$ cat config.mk
export PLATFORM = sky130hd
export DESIGN_NAME = tlc_phase_sched
export DESIGN_NICKNAME = d
export VERILOG_FILES = /design/src/rtl/tlc_pkg.sv /design/src/rtl/tlc_phase_timer.sv /design/src/rtl/tlc_phase_sched.sv
export SDC_FILE = /design/constraint.sdc
export NUM_CORES = 1
export LEC_CHECK = 0
export BUFFER_PORTS_ARGS = -buffer_cell sky130_fd_sc_hd__buf_2
export CAP_MARGIN = 20
export CORE_MARGIN = 1
export CORE_UTILIZATION = 55
export DETAILED_ROUTE_END_ITERATION = 10
export HOLD_SLACK_MARGIN = 0.02
export PLACE_DENSITY = 0.83
export SYNTH_ARGS = -nofsm -noshare
export SYNTH_HDL_FRONTEND = slang
export SYNTH_SLANG_ARGS = --single-unit
$ cat constraint.sdc
create_clock -name i_clk -period 5.56 [get_ports i_clk]
set_clock_uncertainty 0.1 [all_clocks]
set_input_delay 1.112 -clock i_clk [delete_from_list [all_inputs] [get_ports i_clk]]
set_output_delay 1.112 -clock i_clk [all_outputs]
set_load 0.05 [all_outputs]
$ cat src/rtl/tlc_pkg.sv
// rtl/tlc_pkg.sv - shared phase/direction codes, timing defaults and lamp decode for the traffic-light scheduler
package tlc_pkg;

    typedef enum logic [2:0] {
        ST_NS_G = 3'd0,
        ST_NS_Y = 3'd1,
        ST_AR   = 3'd2,
        ST_EW_G = 3'd3,
        ST_EW_Y = 3'd4,
        ST_PED  = 3'd5
    } phase_t;

    typedef enum logic [1:0] {
        DIR_NS  = 2'd0,
        DIR_EW  = 2'd1,
        DIR_PED = 2'd2
    } dir_t;

    typedef struct packed {
        logic ns_red;
        logic ns_yellow;
        logic ns_green;
        logic ew_red;
        logic ew_yellow;
        logic ew_green;
        logic walk;
    } lamps_t;

    localparam int DEF_GREEN_MIN = 10;
    localparam int DEF_GREEN_MAX = 40;
    localparam int DEF_YELLOW_T  = 4;
    localparam int DEF_ALLRED_T  = 2;
    localparam int DEF_WALK_T    = 15;

    localparam logic [5:0] CNT_SAT = 6'd63;

    // Moore lamp pattern for each phase; unknown codes show all-red.
    function automatic lamps_t decode_lamps(input phase_t ph);
        lamps_t l;
        l = '{ns_red: 1'b1, ns_yellow: 1'b0, ns_green: 1'b0,
              ew_red: 1'b1, ew_yellow: 1'b0, ew_green: 1'b0, walk: 1'b0};
        case (ph)
            ST_NS_G: begin l.ns_red = 1'b0; l.ns_green  = 1'b1; end
            ST_NS_Y: begin l.ns_red = 1'b0; l.ns_yellow = 1'b1; end
            ST_EW_G: begin l.ew_red = 1'b0; l.ew_green  = 1'b1; end
            ST_EW_Y: begin l.ew_red = 1'b0; l.ew_yellow = 1'b1; end
            ST_PED:  l.walk = 1'b1;
            default: ;
        endcase
        return l;
    endfunction

    // Round-robin NS -> EW -> PED starting after the last served direction; NS when idle.
    function automatic dir_t rr_pick(input dir_t last, input logic ns, input logic ew, input logic ped);
        dir_t d;
        d = DIR_NS;
        case (last)
            DIR_NS:  d = ew ? DIR_EW : (ped ? DIR_PED : DIR_NS);
            DIR_EW:  d = ped ? DIR_PED : (ns ? DIR_NS : (ew ? DIR_EW : DIR_NS));
            default: d = ns ? DIR_NS : (ew ? DIR_EW : (ped ? DIR_PED : DIR_NS));
        endcase
        return d;
    endfunction

endpackage

$ cat src/rtl/tlc_phase_timer.sv
// rtl/tlc_phase_timer.sv - tick-enabled phase counter with clear and saturation at 63
module tlc_phase_timer
    import tlc_pkg::*;
(
    input  logic       clk,
    input  logic       rst,
    input  logic       clear,
    input  logic       tick,
    output logic [5:0] count
);

    // Clear wins so the count reads 0 in the first cycle of a new phase.
    always_ff @(posedge clk or posedge rst) begin
        if (rst) begin
            count <= '0;
        end else if (clear) begin
            count <= '0;
        end else if (tick && (count != CNT_SAT)) begin
            count <= count + 6'd1;
        end
    end

endmodule

$ cat src/rtl/tlc_phase_sched.sv
// rtl/tlc_phase_sched.sv - two-way intersection phase scheduler with pedestrian phase
module tlc_phase_sched
    import tlc_pkg::*;
#(
    parameter int GREEN_MIN = DEF_GREEN_MIN,
    parameter int GREEN_MAX = DEF_GREEN_MAX,
    parameter int YELLOW_T  = DEF_YELLOW_T,
    parameter int ALLRED_T  = DEF_ALLRED_T,
    parameter int WALK_T    = DEF_WALK_T
) (
    input  logic       i_clk,
    input  logic       i_rst,
    input  logic       i_tick,
    input  logic       i_NS_vd,
    input  logic       i_EW_vd,
    input  logic       i_ped_req,
    output logic       o_NS_red,
    output logic       o_NS_yellow,
    output logic       o_NS_green,
    output logic       o_EW_red,
    output logic       o_EW_yellow,
    output logic       o_EW_green,
    output logic       o_walk,
    output logic [2:0] o_phase,
    output logic [5:0] o_count
);

    localparam logic [5:0] GMIN_LAST = 6'(GREEN_MIN - 1);
    localparam logic [5:0] GMAX_LAST = 6'(GREEN_MAX - 1);
    localparam logic [5:0] YEL_LAST  = 6'(YELLOW_T - 1);
    localparam logic [5:0] AR_LAST   = 6'(ALLRED_T - 1);
    localparam logic [5:0] WALK_LAST = 6'(WALK_T - 1);

    phase_t     state;
    phase_t     nxt;
    logic       go;
    dir_t       last_served;
    dir_t       pick;
    logic       ns_pend;
    logic       ew_pend;
    logic       ped_pend;
    lamps_t     lamps;
    logic [5:0] count;

    tlc_phase_timer u_timer (
        .clk   (i_clk),
        .rst   (i_rst),
        .clear (go),
        .tick  (i_tick),
        .count (count)
    );

    // Next-phase selection; every exit is gated by the tick so idle cycles never move the FSM.
    always_comb begin
        go   = 1'b0;
        nxt  = state;
        pick = rr_pick(last_served, ns_pend, ew_pend, ped_pend);
        case (state)
            ST_NS_G: if (i_tick && (count >= GMIN_LAST) && (ew_pend || ped_pend) &&
                         (!i_NS_vd || (count >= GMAX_LAST))) begin
                go  = 1'b1;
                nxt = ST_NS_Y;
            end
            ST_EW_G: if (i_tick && (count >= GMIN_LAST) && (ns_pend || ped_pend) &&
                         (!i_EW_vd || (count >= GMAX_LAST))) begin
                go  = 1'b1;
                nxt = ST_EW_Y;
            end
            ST_NS_Y, ST_EW_Y: if (i_tick && (count == YEL_LAST)) begin
                go  = 1'b1;
                nxt = ST_AR;
            end
            ST_PED: if (i_tick && (count == WALK_LAST)) begin
                go  = 1'b1;
                nxt = ST_AR;
            end
            ST_AR: if (i_tick && (count == AR_LAST)) begin
                go  = 1'b1;
                nxt = (pick == DIR_EW) ? ST_EW_G : ((pick == DIR_PED) ? ST_PED : ST_NS_G);
            end
            default: begin
                go  = 1'b1;
                nxt = ST_AR;
            end
        endcase
    end

    // Phase register, registered lamp decode, request latches and round-robin pointer.
    always_ff @(posedge i_clk or posedge i_rst) begin
        if (i_rst) begin
            state       <= ST_AR;
            lamps       <= decode_lamps(ST_AR);
            last_served <= DIR_PED;
            ns_pend     <= 1'b0;
            ew_pend     <= 1'b0;
            ped_pend    <= 1'b0;
        end else begin
            if (go) begin
                state <= nxt;
                lamps <= decode_lamps(nxt);
                if (nxt == ST_NS_G) last_served <= DIR_NS;
                if (nxt == ST_EW_G) last_served <= DIR_EW;
                if (nxt == ST_PED)  last_served <= DIR_PED;
            end
            ns_pend  <= (go && (nxt == ST_NS_G)) ? 1'b0 : (ns_pend  | (i_NS_vd   && (state != ST_NS_G)));
            ew_pend  <= (go && (nxt == ST_EW_G)) ? 1'b0 : (ew_pend  | (i_EW_vd   && (state != ST_EW_G)));
            ped_pend <= (go && (nxt == ST_PED))  ? 1'b0 : (ped_pend | (i_ped_req && (state != ST_PED)));
        end
    end

    assign o_NS_red    = lamps.ns_red;
    assign o_NS_yellow = lamps.ns_yellow;
    assign o_NS_green  = lamps.ns_green;
    assign o_EW_red    = lamps.ew_red;
    assign o_EW_yellow = lamps.ew_yellow;
    assign o_EW_green  = lamps.ew_green;
    assign o_walk      = lamps.walk;
    assign o_phase     = state;
    assign o_count     = count;

endmodule

# [Yosys cells after proc, flatten, opt, wreduce, memory -nomap -nowiden]
# Index checks and enable logic that the tools add are counted.
[word_totals] input_bits=6 output_inout_bits=16 wordCells=104 register_bits=21
[classes] n_reduce_logical=31 n_addsub=1 mux=36 n_eq_ne=18 magnitude_cmp=2 bitwise=3
[ops] op="3-bit two-way mux" count=7
[ops] op="1-bit two-way mux" count=17
[ops] op="1-bit logical AND" count=15
[ops] op="3-bit case mux with 5 select lines" count=1
[ops] op="2-bit two-way mux" count=7
[ops] op="3-bit == test, second input constant" count=4
[ops] op="6-bit two-way mux" count=2
[ops] op="3-bit by 2-bit == test with 1-bit output, second input constant" count=3
[ops] op="6-bit by 1-bit adder with 6-bit output, second input constant" count=1
[ops] op="3-bit by 1-bit == test with 1-bit output, second input constant" count=2
[ops] op="6-bit by 1-bit == test with 1-bit output, second input constant" count=1
[ops] op="6-bit by 2-bit == test with 1-bit output, second input constant" count=1
[ops] op="6-bit by 4-bit == test with 1-bit output, second input constant" count=1
[ops] op="6-bit by 4-bit greater-or-equal comparator with 1-bit output, second input constant" count=1
[ops] op="6-bit greater-or-equal comparator, second input constant" count=1
[ops] op="3-bit zero test" count=2
[ops] op="6-bit inequality test, second input constant" count=1
[ops] op="3-bit nonzero test" count=2
[ops] op="2-bit OR reduction" count=3
[ops] op="1-bit case mux with 5 select lines" count=1
[ops] op="2-bit by 1-bit == test with 1-bit output, second input constant" count=2
[ops] op="1-bit logical OR" count=4
[ops] op="2-bit case mux with 2 select lines" count=1
[ops] op="3-bit by 2-bit inequality test with 1-bit output, second input constant" count=1
[ops] op="other kinds (7)" count=10

# [Depth between registers and ports, before layout]
[logic_depth] ltp_word=13 mapped_depth=11 mapped_depth_nobuf=11

# [Hierarchy]
# From an unflattened synthesis, not the netlist that was laid out.
[unflattened] cells_unflattened=141 hier_area_um2=1391.3
[by_module_without_submodules] module="tlc_phase_sched" seq_area_each_um2=380.4 cells_per_inst=101 area_per_inst_um2=1021.0 n_inst=1
[by_module_without_submodules] module="tlc_phase_timer" seq_area_each_um2=150.1 cells_per_inst=40 area_per_inst_um2=370.4 n_inst=1

# [Worst setup path after synthesis]
# OpenSTA, ideal clock, no wires.
[synth_path] path_type="reg2reg" from="reg u_timer.count[1]" to="reg lamps (netlist bit o_NS_red)" arrival_ns=2.707 period_less_slack_ns=2.890 n_path_buf=1 required_ns=5.378 path_slack_ns=2.670 path_stages_with_launch=9 setup_time_ns=0.082 cell_sequence="dfrtp_1 > inv_1 > ha_1 > or4b_4 > o21ai_4 > nor4_2 > or4_1 > buf_6 > mux2_4"
[synth_between] elab_chain_cells=9 elab_cells_between_ends=31 cone_classes="order compare: 2; eq/ne: 4; mux: 13; reduce/logical: 12"
[synth_lines] element="from (decl)" line="tlc_phase_timer.sv:9" source="output logic [5:0] count"
[synth_lines] element="from (signal assigned)" line="tlc_phase_timer.sv:19" source="count <= count + 6'd1;"
[synth_lines] element="6-bit by 4-bit greater-or-equal comparator with 1-bit output" line="tlc_phase_sched.sv:59, tlc_phase_sched.sv:64"
[synth_lines] element="1-bit logical AND" line="tlc_phase_sched.sv:59, tlc_phase_sched.sv:64"
[synth_lines] element="1-bit logical AND (on tied branches) (2 in a row)" line="tlc_phase_sched.sv:64, tlc_phase_sched.sv:59"
[synth_lines] element="3-bit two-way mux (on tied branches)" line="tlc_phase_sched.sv:64, tlc_phase_sched.sv:59"
[synth_lines] element="3-bit case mux with 5 select lines" line="tlc_phase_sched.sv:58" source="case (state)"
[synth_lines] element="3-bit by 1-bit == test with 1-bit output or 3-bit zero test (tied branches)" line="tlc_pkg.sv:42" source="case (ph)"
[synth_lines] element="2-bit OR reduction (no source line)"
[synth_lines] element="1-bit two-way mux" line="tlc_pkg.sv:42"
[synth_lines] element="to (signal assigned)" line="tlc_phase_sched.sv:92" source="lamps <= decode_lamps(ST_AR);"
[synth_lines] element="to (signal assigned)" line="tlc_phase_sched.sv:100" source="lamps <= decode_lamps(nxt);"
[synth_lines] element="to (decl)" line="tlc_phase_sched.sv:42" source="lamps_t lamps;"
# Several ways; a longest one is shown, not always the timed one.
# A chain may end at the register's enable or synchronous reset.

# [Worst setup path in the final report]
[layout_path] from="in i_tick" to="reg ped_pend"
[layout_between] elab_chain_cells=8 elab_cells_between_ends=23 cone_classes="eq/ne: 1; mux: 13; reduce/logical: 9"
[layout_lines] element="from (decl)" line="tlc_phase_sched.sv:13" source="input logic i_tick,"
[layout_lines] element="1-bit logical AND" line="tlc_phase_sched.sv:59, tlc_phase_sched.sv:64"
[layout_lines] element="1-bit logical AND (on tied branches) (2 in a row)" line="tlc_phase_sched.sv:64, tlc_phase_sched.sv:59"
[layout_lines] element="3-bit two-way mux (on tied branches)" line="tlc_phase_sched.sv:64, tlc_phase_sched.sv:59"
[layout_lines] element="3-bit case mux with 5 select lines" line="tlc_phase_sched.sv:58"
[layout_lines] element="3-bit == test" line="tlc_phase_sched.sv:107" source="ped_pend <= (go && (nxt == ST_PED)) ? 1'b0 : (ped_pend | (i_ped_req && (state != ST_PED)));"
[layout_lines] element="1-bit logical AND (*)" line="tlc_phase_sched.sv:107"
[layout_lines] element="1-bit two-way mux (*)" line="tlc_phase_sched.sv:107"
[layout_lines] element="to (signal assigned)" line="tlc_phase_sched.sv:107"
[layout_lines] element="to (decl)" line="tlc_phase_sched.sv:41" source="logic ped_pend;"
# Every way passes the cells marked *; elsewhere a longest branch is shown, timed or not.

==> results.sh <==
export IMPL_cts_root_buf="clkbuf_4"
export IMPL_min_period_over_period_pct=54.3
export IMPL_hold_buffers=0
export IMPL_layout_commonest_cell="buf_2"
export IMPL_syn_num_nets=159
export IMPL_dieWidth_um=51.4
export IMPL_die_height_um=51.4
export IMPL_postCtsSetupRepairBufs=0
export IMPL_clock_path_buffers=2
export IMPL_synth_cell_types=44
export IMPL_arrival_ns=3.12
export IMPL_intPower_uw=416
export IMPL_die_area_um2=2650
export IMPL_final_cell_mix="buf_2, nor2_1, dfrtp_1"
export IMPL_ir_drop_mv=0.377
export IMPL_initial_core_util_pct=59.6
export IMPL_synth_edff_count=0
export IMPL_core_area_um2=2250
export IMPL_rsz0062_at_grt="no"
export IMPL_gp_routability_congestion=0.897
export IMPL_firstDrtPassIters=4
export IMPL_cp_num_buf_inv=1
export IMPL_hp_class="register to register"
export IMPL_drt_initial_drc_count=29
export IMPL_path_delay_family="simple AND/OR/NAND/NOR gates"
export IMPL_p_total_uw=889
export IMPL_n_antenna_cell=0
export IMPL_cpMaxStageDelayCell="nor4b_1"
export IMPL_dpl_cell_count=189
export IMPL_async_flop_share_pct=100
export IMPL_setup_viol=0
export IMPL_seq_power_share_pct=32.4
export IMPL_power_frac_comb_pct=59.2
export IMPL_fin_area_um2=1460
export IMPL_ys_ff_latch=21
export IMPL_viasPerCell=5.90
export IMPL_wirelength_mm=2.74
export IMPL_maxCapViolations=0
export IMPL_synth_cells=147
export IMPL_synth_flop_cell="dfrtp_1"
export IMPL_crit_chain="buf_2, nor2b_1, nand2_1, o21ai_0, nand3b_1, nor4b_1, nor2_1"
export IMPL_clock_fmax_mhz=331
export IMPL_pwr_density_cell_nw_per_um2=608
export IMPL_num_rows=17
export IMPL_final_cells=193
export IMPL_port_buffer_count=21
export IMPL_utilization_pct=64.9
export IMPL_nNetsFinal=178
export IMPL_cts_buffers_inserted=3
export IMPL_areaGrowthSynthToFinish_pct=8.85
export IMPL_netSwitchingFraction_pct=53.2
export IMPL_post_dp_hpwl_mm=2.05
export IMPL_io_pins=22
export IMPL_crit_fanout=11
export IMPL_wl_per_cell_um=14.2
export IMPL_status="completed"
export IMPL_crit_path_end_kind="register"
export IMPL_avgSynthCellArea_um2=9.14
export IMPL_clock_sinks=21
export IMPL_clk_pin_slew_ns=0.12
export IMPL_worst_pin_slew_ns=0.811
export IMPL_groute_usage_overall_pct=24.4
export IMPL_period_minus_slack_ns=3.02
export IMPL_hold_viol=0
export IMPL_grt_pass1_wl_mm=4.64
export IMPL_clock_latency_ns=0.31
export IMPL_placed_area_um2=1440
export IMPL_grt_pass1_vias=1020
export IMPL_cp_slowest_stage_delay_ns=0.63
export IMPL_netlist_area_um2=1340
export IMPL_setup_tns_ns=0
export IMPL_critPathKind="primary input to register"
export IMPL_final_max_slew_viol_count=0
export IMPL_yosys_warnings=0
export IMPL_grt_antenna_before_repair=0
export IMPL_cts_resized=0
export IMPL_vias=1139
export IMPL_drc=0
export IMPL_timing_slew_headroom_pct=45.9
export IMPL_cts_tree="yes"
export IMPL_pwr_share_clk_pct=8.4
export IMPL_cp_start_kind="primary input"
export IMPL_grt_max_degree=22
export IMPL_grt_overflow_total=0
export IMPL_required_ns=5.66
export IMPL_final_antenna_net_count=0
export IMPL_layout_drive_gt1_share_pct=23.0
export IMPL_seq_area_frac_synth_pct=39.5
export IMPL_p_sw_uw=473
export IMPL_htree_levels=1
export IMPL_power_leakage_nw=0.715
==> through the flow <==
step	hold slack, ns	setup slack, ns
finish	0.391	2.54
global route	0.421	2.30
CTS	0.394	2.60
detailed placement	0.360	2.27
global placement	0.349	2.43
floorplan	0.406	2.67
==> final timing paths <==
check | slack [ns] | to | cells after the start | startpoint
max | 2.54 | ped_pend | 7 | i_tick
min | 0.39 | o_EW_yellow | 2 | o_EW_yellow
max reg2reg | 2.76 | ped_pend | 8 | u_timer.count[1]
min reg2reg | 0.39 | o_EW_yellow | 2 | o_EW_yellow
max in group asynchronous | 4.02 | u_timer.count[5] | 2 | i_rst
min in group asynchronous | 0.83 | ns_pend | 2 | i_rst
==> kinds of logic (layout without fill, tap and decap cells) <==
group / Yosys count / after routing / share of synthesized area, %
mux: 1 / 1 / 1.12
compound gates: 33 / 33 / 18.0
flops: 21 / 21 / 39.5
simple gates: 61 / 61 / 25.4
xor+xnor: 4 / 4 / 2.61
buf+inv: 21 / 39 / 7.82
fa+ha+maj: 6 / 6 / 5.59
==> synth_stat cells, drive strengths merged, types with 5 or more instances <==
master  number  area share, %
buf          6            3.6
nor4         5            2.8
ha           6            5.6
nand2        9            2.5
a21oi        8            3.0
nand4        5            2.3
dfrtp       17             32
inv         13            3.6
nor2        17            4.7
==> sequential cells by signal (all words and copies together), names as in the netlist <==
signal         cells
u_timer.count      6
o_EW_yellow        1
ew_pend            1
o_NS_red           1
o_walk             1
o_NS_yellow        1
o_EW_red           1
o_EW_green         1
ns_pend            1
o_NS_green         1
o_phase            3
last_served        2
ped_pend           1
==> area by class of cell <==
type	instances	area, um^2
Tap cell	28	35.0
Inverter	13	48.8
Fill cell	193	792
Clock buffer	3	22.5
Clock inverter	1	5.00
Timing Repair Buffer	22	113
Multi-Input combinational cell	105	708
Sequential cell	21	531
==> power groups by stage <==
| stage | sequential, mW | combinational, mW | clock (mW) |
|---|---|---|---|
| 6_report | 0.288 | 0.526 | 0.0747 |
| 5_1_grt | 0.301 | 0.570 | 0.0820 |
| 4_1_cts | 0.286 | 0.528 | 0.0761 |
| 3_5_place_dp | 0.289 | 0.525 | 0 |
| 3_3_place_gp | 0.288 | 0.509 | 0 |
| 2_1_floorplan | 0.422 | 0.300 | 0 |
==> per-layer routing <==
metal  GRT usage (%)  up-vias  wire (um)
li1                -      551          -
met1            33.8      543       1310
met2            38.3       39       1230
met3            4.76        6        167
met4            8.11        0         30
met5               0        -          0
==> worst register-to-register path, cell delays in order (launching register included) <==
cell      delay [ns]
dfrtp_1         0.43
inv_1           0.11
ha_1            0.17
nor4b_1         0.35
nand2_1         0.08
o21ai_0         0.35
nand3b_1        0.37
nor4b_1         0.63
nor2_1          0.10
Power figures use the tool's default switching activity.
